<file path="config.mk">
export PLATFORM = sky130hd
export DESIGN_NAME = fetch_stage_flat
export DESIGN_NICKNAME = d
export VERILOG_FILES = /design/src/rtl/fetch_stage_if.sv /design/src/rtl/fetch_stage.sv /design/src/flat_wrapper.sv
export SDC_FILE = /design/constraint.sdc
export NUM_CORES = 1
export LEC_CHECK = 0
export CAP_MARGIN = 20
export CORE_MARGIN = 5
export CORE_UTILIZATION = 45
export CTS_BUF_LIST = sky130_fd_sc_hd__clkbuf_8
export DETAILED_ROUTE_END_ITERATION = 10
export PLACE_DENSITY = 0.73
export SLEW_MARGIN = 25
export SYNTH_ARGS = -nofsm -noshare
export SYNTH_HDL_FRONTEND = slang
export SYNTH_SLANG_ARGS = --single-unit
</file>
<file path="constraint.sdc">
create_clock -name clk -period 7.3 [get_ports clk]
set_input_delay 1.46 -clock clk [delete_from_list [all_inputs] [get_ports clk]]
set_output_delay 1.46 -clock clk [all_outputs]
set_load 0.05 [all_outputs]
</file>
<file path="src/rtl/fetch_stage_if.sv">
// Instruction-memory request/response bus between the fetch stage and imem.
// One request outstanding at a time; rvalid pulses once per accepted request.
interface fetch_stage_if;
  localparam int unsigned XLEN = 32;

  logic            imem_req;
  logic [XLEN-1:0] imem_addr;
  logic            imem_ready;
  logic            imem_rvalid;
  logic [XLEN-1:0] imem_rdata;

  modport master (
    output imem_req,
    output imem_addr,
    input  imem_ready,
    input  imem_rvalid,
    input  imem_rdata
  );

  modport slave (
    input  imem_req,
    input  imem_addr,
    output imem_ready,
    output imem_rvalid,
    output imem_rdata
  );
endinterface

</file>
<file path="src/rtl/fetch_stage.sv">
// RV32I instruction-fetch stage with IF/ID register: single-outstanding imem
// fetch, one-entry hold buffer for stalled responses, redirect squashing.
module fetch_stage #(
  parameter logic [31:0] RESET_PC  = 32'h0000_0000,
  parameter logic [31:0] NOP_INSTR = 32'h0000_0013
) (
  input  logic                 clk,
  input  logic                 reset,
  input  logic                 StallF,
  input  logic                 StallD,
  input  logic                 FlushD,
  input  logic                 PCSrcE,
  input  logic [31:0]          PCTargetE,
  fetch_stage_if.master        imem,
  output logic [31:0]          InstrD,
  output logic [31:0]          PCD,
  output logic [31:0]          PCPlus4D,
  output logic                 ValidD
);

  localparam int unsigned XLEN = 32;

  typedef enum logic [1:0] {
    S_REQ  = 2'd0,
    S_WAIT = 2'd1,
    S_HOLD = 2'd2,
    S_DROP = 2'd3
  } state_e;

  state_e          state_q, state_d;
  logic [XLEN-1:0] pcf_q, pcf_d;
  logic [XLEN-1:0] hold_instr_q, hold_pc_q;
  logic [XLEN-1:0] ifid_instr_q, ifid_pc_q, ifid_pc4_q;
  logic            ifid_valid_q;

  logic            stall_c;
  logic            imem_req_c;
  logic            deliver_c;
  logic            capture_c;
  logic [XLEN-1:0] dlv_instr_c;
  logic [XLEN-1:0] dlv_pc_c;

  assign stall_c = StallF | StallD;

  // State register
  always_ff @(posedge clk) begin
    if (reset) state_q <= S_REQ;
    else       state_q <= state_d;
  end

  // Next-state logic
  always_comb begin
    state_d = state_q;
    unique case (state_q)
      S_REQ: begin
        if (imem.imem_ready) state_d = PCSrcE ? S_DROP : S_WAIT;
      end
      S_WAIT: begin
        if (imem.imem_rvalid) begin
          if (PCSrcE || !stall_c) state_d = S_REQ;
          else                    state_d = S_HOLD;
        end else if (PCSrcE) begin
          state_d = S_DROP;
        end
      end
      S_HOLD: begin
        if (PCSrcE || !stall_c) state_d = S_REQ;
      end
      S_DROP: begin
        if (imem.imem_rvalid) state_d = S_REQ;
      end
      default: state_d = S_REQ;
    endcase
  end

  // Output/control decode; imem_req depends only on state and reset
  always_comb begin
    imem_req_c  = 1'b0;
    deliver_c   = 1'b0;
    capture_c   = 1'b0;
    dlv_instr_c = imem.imem_rdata;
    dlv_pc_c    = pcf_q;
    unique case (state_q)
      S_REQ:  imem_req_c = !reset;
      S_WAIT: begin
        if (imem.imem_rvalid && !PCSrcE) begin
          deliver_c = !stall_c;
          capture_c = stall_c;
        end
      end
      S_HOLD: begin
        if (!PCSrcE && !stall_c) begin
          deliver_c   = 1'b1;
          dlv_instr_c = hold_instr_q;
          dlv_pc_c    = hold_pc_q;
        end
      end
      default: ;
    endcase
  end

  // Redirect overrides both the sequential increment and StallF
  always_comb begin
    pcf_d = pcf_q;
    if (PCSrcE)         pcf_d = PCTargetE;
    else if (deliver_c) pcf_d = pcf_q + XLEN'(4);
  end

  always_ff @(posedge clk) begin
    if (reset) begin
      pcf_q        <= RESET_PC;
      hold_instr_q <= '0;
      hold_pc_q    <= '0;
      ifid_instr_q <= NOP_INSTR;
      ifid_pc_q    <= '0;
      ifid_pc4_q   <= '0;
      ifid_valid_q <= 1'b0;
    end else begin
      pcf_q <= pcf_d;
      if (capture_c) begin
        hold_instr_q <= imem.imem_rdata;
        hold_pc_q    <= pcf_q;
      end
      // IF/ID: flush beats stall; an empty slot becomes a bubble
      if (FlushD || (!StallD && !deliver_c)) begin
        ifid_instr_q <= NOP_INSTR;
        ifid_pc_q    <= '0;
        ifid_pc4_q   <= '0;
        ifid_valid_q <= 1'b0;
      end else if (!StallD) begin
        ifid_instr_q <= dlv_instr_c;
        ifid_pc_q    <= dlv_pc_c;
        ifid_pc4_q   <= dlv_pc_c + XLEN'(4);
        ifid_valid_q <= 1'b1;
      end
    end
  end

  assign imem.imem_req  = imem_req_c;
  assign imem.imem_addr = pcf_q;
  assign InstrD         = ifid_instr_q;
  assign PCD            = ifid_pc_q;
  assign PCPlus4D       = ifid_pc4_q;
  assign ValidD         = ifid_valid_q;

endmodule

</file>
<file path="src/flat_wrapper.sv">
// flat-port wrapper written by rule: the top's interface ports become plain ports
module fetch_stage_flat 
#(
  parameter logic [31:0] RESET_PC  = 32'h0000_0000,
  parameter logic [31:0] NOP_INSTR = 32'h0000_0013
)
  (clk, reset, StallF, StallD, FlushD, PCSrcE, PCTargetE, InstrD, PCD, PCPlus4D, ValidD, imem_imem_req, imem_imem_addr, imem_imem_ready, imem_imem_rvalid, imem_imem_rdata);
  fetch_stage_if imem_i ();
  input  logic clk;
  input  logic reset;
  input  logic StallF;
  input  logic StallD;
  input  logic FlushD;
  input  logic PCSrcE;
  input  logic [31:0] PCTargetE;
  output logic [31:0] InstrD;
  output logic [31:0] PCD;
  output logic [31:0] PCPlus4D;
  output logic ValidD;
  output wire logic [$bits(imem_i.imem_req)-1:0] imem_imem_req;
  output wire logic [$bits(imem_i.imem_addr)-1:0] imem_imem_addr;
  input wire logic [$bits(imem_i.imem_ready)-1:0] imem_imem_ready;
  input wire logic [$bits(imem_i.imem_rvalid)-1:0] imem_imem_rvalid;
  input wire logic [$bits(imem_i.imem_rdata)-1:0] imem_imem_rdata;
  assign imem_imem_req = imem_i.imem_req;
  assign imem_imem_addr = imem_i.imem_addr;
  assign imem_i.imem_ready = imem_imem_ready;
  assign imem_i.imem_rvalid = imem_imem_rvalid;
  assign imem_i.imem_rdata = imem_imem_rdata;
  fetch_stage #(.RESET_PC(RESET_PC), .NOP_INSTR(NOP_INSTR)) u_core (.clk(clk), .reset(reset), .StallF(StallF), .StallD(StallD), .FlushD(FlushD), .PCSrcE(PCSrcE), .PCTargetE(PCTargetE), .imem(imem_i), .InstrD(InstrD), .PCD(PCD), .PCPlus4D(PCPlus4D), .ValidD(ValidD));
endmodule
</file>
==> summary.md, run 1 <==
| Metric | Value |
|---|---|
| Outcome | completed |
| Clock skew | 0.0148 ns |
| Port Buffers | 201 |
| Synth unique cells | 64 |
| Clk slew on worst S/H paths | 0.10 ns |
| Final instance area | 11500 µm² |
| Asr flop ratio synth | 0% |
| Warnings from Yosys | 0 |
| Die ar. | 22900 µm² |
| EDFF count, synth | 0 |
| Post-synthesis sequential area ratio | 42.9% |
| CTS tree | yes |
| Gr usage total | roughly a quarter |
| Worst path required time | 7.66 ns |
| Grt total ovfl | 0 |
| Syn nets | roughly 1300 |
| Finished Layout Cells | 1595 |
| Clock Tree Root | clkbuf_8 |
| Fin Setup TNS | 0 ns |
| Ant diodes | 0 |
| Worst-Margin Slew | 0.924 ns |
| Total Wirelength | 27.9 mm |
| First-pass GRT wire length | around 44 mm |
| Critical path class | input port to flop |
| Period utilization | 62.0% |
| Cell row count | 51 |
| Slew Limit Fails | 0 |
| H-Tree Depth | 4 |
| Die Span X | between 150 and 200 µm |
| Final HPWL DP | 19.2 mm |
| CP startpoint kind | input port |
| Leak pwr | slightly below 4 nW |
| Minimum clock period after layout | 4.53 ns |
| CTS sink count | just under 200 |
| CTS buffer count | 17 |
| Clock Path Buffers | 2 |
| Largest net degree at the start of global routing | 116 |
| Synth Register Bits | 193 |
| Final GP Congestion | 0.835 |
| Initial DRC count | approximately 770 |
| Crit end category | flop |
| VDD IR-drop max | roughly 0.11 mV |
| DRC errors left | 0 |
| Mapped Cells | approximately 1200 |
| # resized after CTS | 0 |
| Number of fill cells | 1856 |
| Cts hold-fix bufs | 0 |
| RSZ-0062 raised after global routing | no |
| Hold Slack | 0.461 ns |
| Final Hold Vio Count | 0 |
| Max frequency | 0.221 GHz |
| Hold crit path type | flop to flop |
| Netlist Area Pre-Place | 9010 µm² |
| 1st-pass router iterations | 5 |
| Area Growth Syn to Fin | 27.6% |
| Max-cap violations | 0 |
| Crit Path Max Fanout | 51 |
| Starting density of the core | 46.0% |
| Slew HR | 38.4% |
| Crit path DAT | between 4 and 5 ns |
| ANT nets after route | 0 |
| Clk_lat worst skew | 0.46 ns |
| Main synth FF type | dfxtp_1 |
| Core area | approximately 20000 µm² |
| Via density | around 5.6 |
| Vias post-DR | 8957 |
| Syn_area_per_cell | about 7.6 µm² |
| Vias in the first global route | 8290 |
| Share of layout cells above drive strength 1 | approximately 5.3% |
| Power per cell area | about 200 nW/µm² |
| DR WL/cell | 17.5 µm |
| Post-CTS Setup Inserts | 0 |
| Die Y | 151 µm |
| # placed instances | 1563 |
| Area after DPL | between 10000 and 15000 µm² |
| I/O pin count | 202 |
| Fin nets | 1395 |
| Endpoints failing setup | 0 |
| Antenna violations before repair | 0 |
[per-stage QoR]
step	worst slack, ns	util (%)	power [mW]
after floorplan	3.30	-	1.42
after global placement	2.36	56.4	1.57
after detailed placement	2.31	56.4	1.57
after CTS	2.83	58.6	2.34
after global routing	2.51	58.7	2.42
final	2.77	58.7	2.32
[final cells by class]
cell class / instances / area (µm²) / area share (%)
multi-input combinational: 882 / 4730 / 41.1
tap: 265 / 332 / 2.89
inverter: 11 / 41.3 / 0.359
clock buffer: 18 / 248 / 2.16
sequential: 193 / 3860 / 33.6
timing repair buffer: 212 / 2090 / 18.2
clock inverter: 14 / 189 / 1.64
[kinds of logic after synthesis]
group | count (synthesis) | synth area share, %
simple gates | 513 | 25.6
mux | 41 | 4.67
fa+ha+maj | 6 | 0.833
xor+xnor | 12 | 1.17
compound gates | 310 | 19.9
flops | 193 | 42.9
buf+inv | 107 | 4.88
[power by group]
part	switching (mW)	internal (mW)
Sequential	0.0411	1.09
Combinational	0.268	0.154
Clock	0.410	0.361
[synth_stat cells (2+ instances only)]
cell	count	area, µm²
buf_2	12	60.1
xnor2_1	7	61.3
nor4_1	15	93.8
o21ai_0	34	170
o211ai_1	5	37.5
o31ai_1	7	52.6
a31oi_1	19	119
and3_1	9	56.3
a32oi_1	8	70.1
and2_1	4	25.0
o221ai_1	3	26.3
buf_1	6	22.5
mux2i_1	33	330
inv_1	11	41.3
nand3_1	31	155
a211oi_1	5	37.5
clkbuf_1	74	278
a221oi_1	2	17.5
o21a_1	3	22.5
mux2_2	8	90.1
a32o_1	8	80.1
a2bb2oi_1	2	17.5
a22oi_1	2	15.0
nor4b_1	8	70.1
nand4_1	13	81.3
nand2_1	258	968
ha_1	6	75.1
nor2b_1	7	43.8
or3_1	12	75.1
o31a_1	4	35.0
xor2_1	5	43.8
nand3b_1	5	37.5
nand2b_1	4	25.0
nor2_1	118	443
a21oi_1	193	966
dfxtp_1	193	3860
buf_6	2	22.5
buf_4	2	15.0
or4_1	3	22.5
or2_2	3	18.8
nor3_1	12	60.1
a21o_1	3	22.5
and4_1	2	17.5
[worst max-delay path: stages]
cell	delay, ns
buf_2	0.69
or4b_4	0.68
mux2i_1	0.80
o221ai_2	0.41
or4_1	0.55
a32o_1	0.25
[registers in the layout, indices dropped and copies added, names as in the netlist]
register / cells
u_core.hold_pc_q: 32
u_core.InstrD: 32
u_core.imem.imem_addr: 32
u_core.ValidD: 1
u_core.PCD: 32
u_core.PCPlus4D: 30
u_core.hold_instr_q: 32
u_core.state_q: 2
[final timing paths]
check | end | cells past startpoint | startpoint | slack [ns]
worst max-delay path | u_core.PCPlus4D[27]$_SDFFE_PP0N_ | 6 | PCSrcE | 2.77
worst min register to register | u_core.hold_instr_q[30]$_SDFFE_PP0P_ | 2 | u_core.hold_instr_q[30]$_SDFFE_PP0P_ | 0.46
worst min-delay path | u_core.hold_instr_q[30]$_SDFFE_PP0P_ | 2 | u_core.hold_instr_q[30]$_SDFFE_PP0P_ | 0.46
worst max register to register | u_core.PCPlus4D[27]$_SDFFE_PP0N_ | 7 | u_core.state_q[0]$_SDFFE_PP0P_ | 3.65
[metal layers]
| metal | vias up | share of wire, % | track usage (%) |
|---|---|---|---|
| li1 | 4382 | - | - |
| met3 | 36 | 6.7 | 3.75 |
| met5 | - | 0 | 0 |
| met2 | 292 | 47 | 37.9 |
| met4 | 0 | 1.9 | 6.98 |
| met1 | 4247 | 45 | 34.0 |
[placed cells by master, fill, tap and decap left out, types with 4 or more instances in the layout]
cell and n:
nand4_1 13, ha_1 6, nor2b_1 7, xor2_1 5
o21ai_0 34, and2_1 4, buf_4 11, and3_1 8
nand2_1 258, inv_1 11, o31a_1 4, nand3_1 30
a31oi_1 19, a32o_1 8, a211oi_1 5, nor4b_1 8
clkdlybuf4s50_1 198, o211ai_1 5, mux2_2 8, xnor2_1 7
a32oi_1 8, nand2b_1 4, dfxtp_1 193, nor3_1 12
nor4_1 14, clkbuf_8 18, o31ai_1 7, a21oi_1 193
nand3b_1 5, inv_6 5, or3_1 12, mux2i_1 33
nor2_1 118
(Power assumes the default switching activity.)
==> run 2, diff against run 1 <==
--- a/config.mk
+++ b/config.mk
@@ -10,7 +10,7 @@
 export CORE_UTILIZATION = 45
 export CTS_BUF_LIST = sky130_fd_sc_hd__clkbuf_8
 export DETAILED_ROUTE_END_ITERATION = 10
-export PLACE_DENSITY = 0.73
+export PLACE_DENSITY = 0.75
 export SLEW_MARGIN = 25
 export SYNTH_ARGS = -nofsm -noshare
 export SYNTH_HDL_FRONTEND = slang
==> constraint.sdc (replaced) <==
create_clock -name clk -period 3.65 [get_ports clk]
set_input_delay 0.73 -clock clk [delete_from_list [all_inputs] [get_ports clk]]
set_output_delay 0.73 -clock clk [all_outputs]
set_load 0.05 [all_outputs]
==> run 2 against run 1 <==
  * Combinational power increased by 110%
  * Sequential power increased by 99%
  * Die area unchanged
  * Largest power group unchanged
  * Clock skew increased by 0.0040 ns
  * Final area increased by 1.9%
  * Final cell count increased by 1.8%
  * Power increased by 100%
  * Worst setup slack got worse by 2.3 ns
  * First-iteration DRC count decreased by 7.2%
==> summary.md, run 2 (same netlist as run 1, synthesis figures left out) <==
| Metric | Value |
|---|---|
| Worst path required time | roughly 4 ns |
| Port Buffers | 201 |
| R2R cell count | 8 |
| # resized after CTS | 0 |
| Worst-Margin Slew | 0.934 ns |
| Clock skew | 0.0188 ns |
| Grt total ovfl | 0 |
| FF-to-FF Start | u_core.state_q[0]$_SDFFE_PP0P_ |
| H-Tree Depth | 4 |
| Core area | 19600 µm² |
| CTS sink count | about 190 |
| CP cell instances | clkdlybuf4s50_1 > nor4b_4 > buf_4 > mux2i_1 > nor2_1 > o311a_1 > or3_1 |
| Total Wirelength | 28.8 mm |
| I/O pin count | about 200 |
| Leak pwr | 4.04 nW |
| Power per cell area | 400 nW/µm² |
| Internal | 3.22 mW |
| Power share of the clock group | 33.1% |
| RSZ-0062 raised after global routing | no |
| Clock Path Buffers | 2 |
| Slew HR | 37.5% |
| Crit path largest cell delay | 0.87 ns |
| DRC errors left | 0 |
| Total power | 4.68 mW |
| Most frequent cells in the layout | 258 x nand2_1, 198 x clkdlybuf4s50_1, 193 x a21oi_1, 193 x dfxtp_1, 118 x nor2_1 |
| Hold crit path type | flop to flop |
| Gr usage total | about a quarter |
| Via density | 5.65 |
| Share of layout cells above drive strength 1 | 7.22% |
| Hold Path End | u_core.hold_instr_q[28]$_SDFFE_PP0P_ |
| ANT nets after route | 0 |
| Clk_lat worst skew | between 0.4 and 0.5 ns |
| Crit path DAT | 3.57 ns |
| Period utilization | 88.1% |
| CTS tree | yes |
| Crit Path Max Fanout | 23 |
| First-pass GRT wire length | around 44 mm |
| Clk slew on worst S/H paths | 0.11 ns |
| Die Span X | 151 µm |
| 1st-pass router iterations | 5 |
| Area Growth Syn to Fin | 29.9% |
| Antenna violations before repair | 1 |
| Crit end category | flop |
| Initial DRC count | 712 |
| Outcome | completed |
| Max frequency | around 0.31 GHz |
| Fin nets | ~1400 |
| Hold Startpoint | u_core.hold_instr_q[28]$_SDFFE_PP0P_ |
| CP startpoint kind | input port |
| Hold Path Depth | 2 |
| Max-cap violations | 0 |
| Starting density of the core | 46.0% |
| Combinational power share | 18.7% |
| Switch share | 31.1% |
| Post-CTS Setup Inserts | 0 |
| Cell row count | between 50 and 60 |
| Final Hold Vio Count | 0 |
| Die Y | 151 µm |
| Final HPWL DP | 20.2 mm |
| Switch Pwr | 1.45 mW |
| Final GP Congestion | 0.897 |
| Capturing point of the worst reg2reg path | u_core.PCPlus4D[26]$_SDFFE_PP0N_ |
| Endpoints failing setup | 0 |
| Reg power frac | 48.2% |
| Commonest non-fill, non-tap cell in the layout | nand2_1 |
| Vias in the first global route | 8326 |
| Die ar. | between 20000 and 25000 µm² |
| Critical path class | input port to flop |
| CTS buffer count | 17 |
| Cts hold-fix bufs | 0 |
| Setup slack, reg-to-reg | 0.58 ns |
| Crit path launch | StallF |
| Clock Tree Root | clkbuf_8 |
| VDD IR-drop max | 0.278 mV |
| Fin Setup TNS | 0 ns |
| DR WL/cell | about 18 µm |
| Largest net degree at the start of global routing | 81 |
| Minimum clock period after layout | 3.22 ns |
| Slew Limit Fails | 0 |
| CP max stage cell | nor4b_4 |
| Vias post-DR | 9167 |
run 2: cell types whose count changed in the layout (fill, tap and decap cells not counted), sizes merged:
cell and change:
clkinv +1, buf +27, diode +1, inv -1
run 2: power groups by stage:
stage	clock network (mW)	registers, mW	logic [mW]
floorplan	0	2.40	0.448
global placement	0	2.30	0.856
detailed placement	0	2.30	0.868
CTS	1.56	2.25	0.872
global route	1.66	2.27	0.941
finish	1.55	2.25	0.876
run 2: worst max path at each step:
stage / endpoint / slack (ns) / cells past startpoint
after CTS: u_core.PCPlus4D[26]$_SDFFE_PP0N_ / 0.51 / 7
after global placement: u_core.PCPlus4D[26]$_SDFFE_PP0N_ / 0.07 / 7
after global routing: u_core.PCPlus4D[26]$_SDFFE_PP0N_ / 0.38 / 7
after detailed placement: u_core.PCPlus4D[26]$_SDFFE_PP0N_ / 0.02 / 7
final: u_core.PCPlus4D[26]$_SDFFE_PP0N_ / 0.43 / 7
after floorplan: u_core.PCPlus4D[26]$_SDFFE_PP0N_ / 0.81 / 6
run 2: stage by stage:
stage	hold slack, ns	utilization (%)	area, µm²	std cells	setup WS, ns
after floorplan	0.436	-	9010	1182	0.806
after global placement	0.441	57.5	11300	1590	0.0744
after detailed placement	0.447	57.5	11300	1590	0.0229
after CTS	0.462	59.7	11700	1622	0.506
after global routing	0.478	59.7	11700	1623	0.379
final	0.463	59.7	11700	1623	0.433
run 2: worst max-delay path, delay by kind of cell:
family,cells,cell delay [ns]
AOI/OAI and AO/OA,1,0.17
and+or+nand+nor,3,1.34
buffers and inverters,2,0.98
muxes,1,0.34
run 2: layout make-up:
type	count	area (µm²)
Fill cell	1774	7890
Inverter	11	41.3
Multi-Input combinational cell	882	4730
Clock buffer	18	248
Timing Repair Buffer	239	2300
Clock inverter	14	191
Sequential cell	193	3860
Antenna cell	1	2.50
Tap cell	265	332
run 2: per-layer routing:
layer  up-vias  global-route usage (%)  wire (µm)
li1       4450                       -          -
met1      4302                    32.7      12400
met2       361                    38.8      13500
met3        54                    4.16       2010
met4         0                    9.38        781
met5         -                       0          0
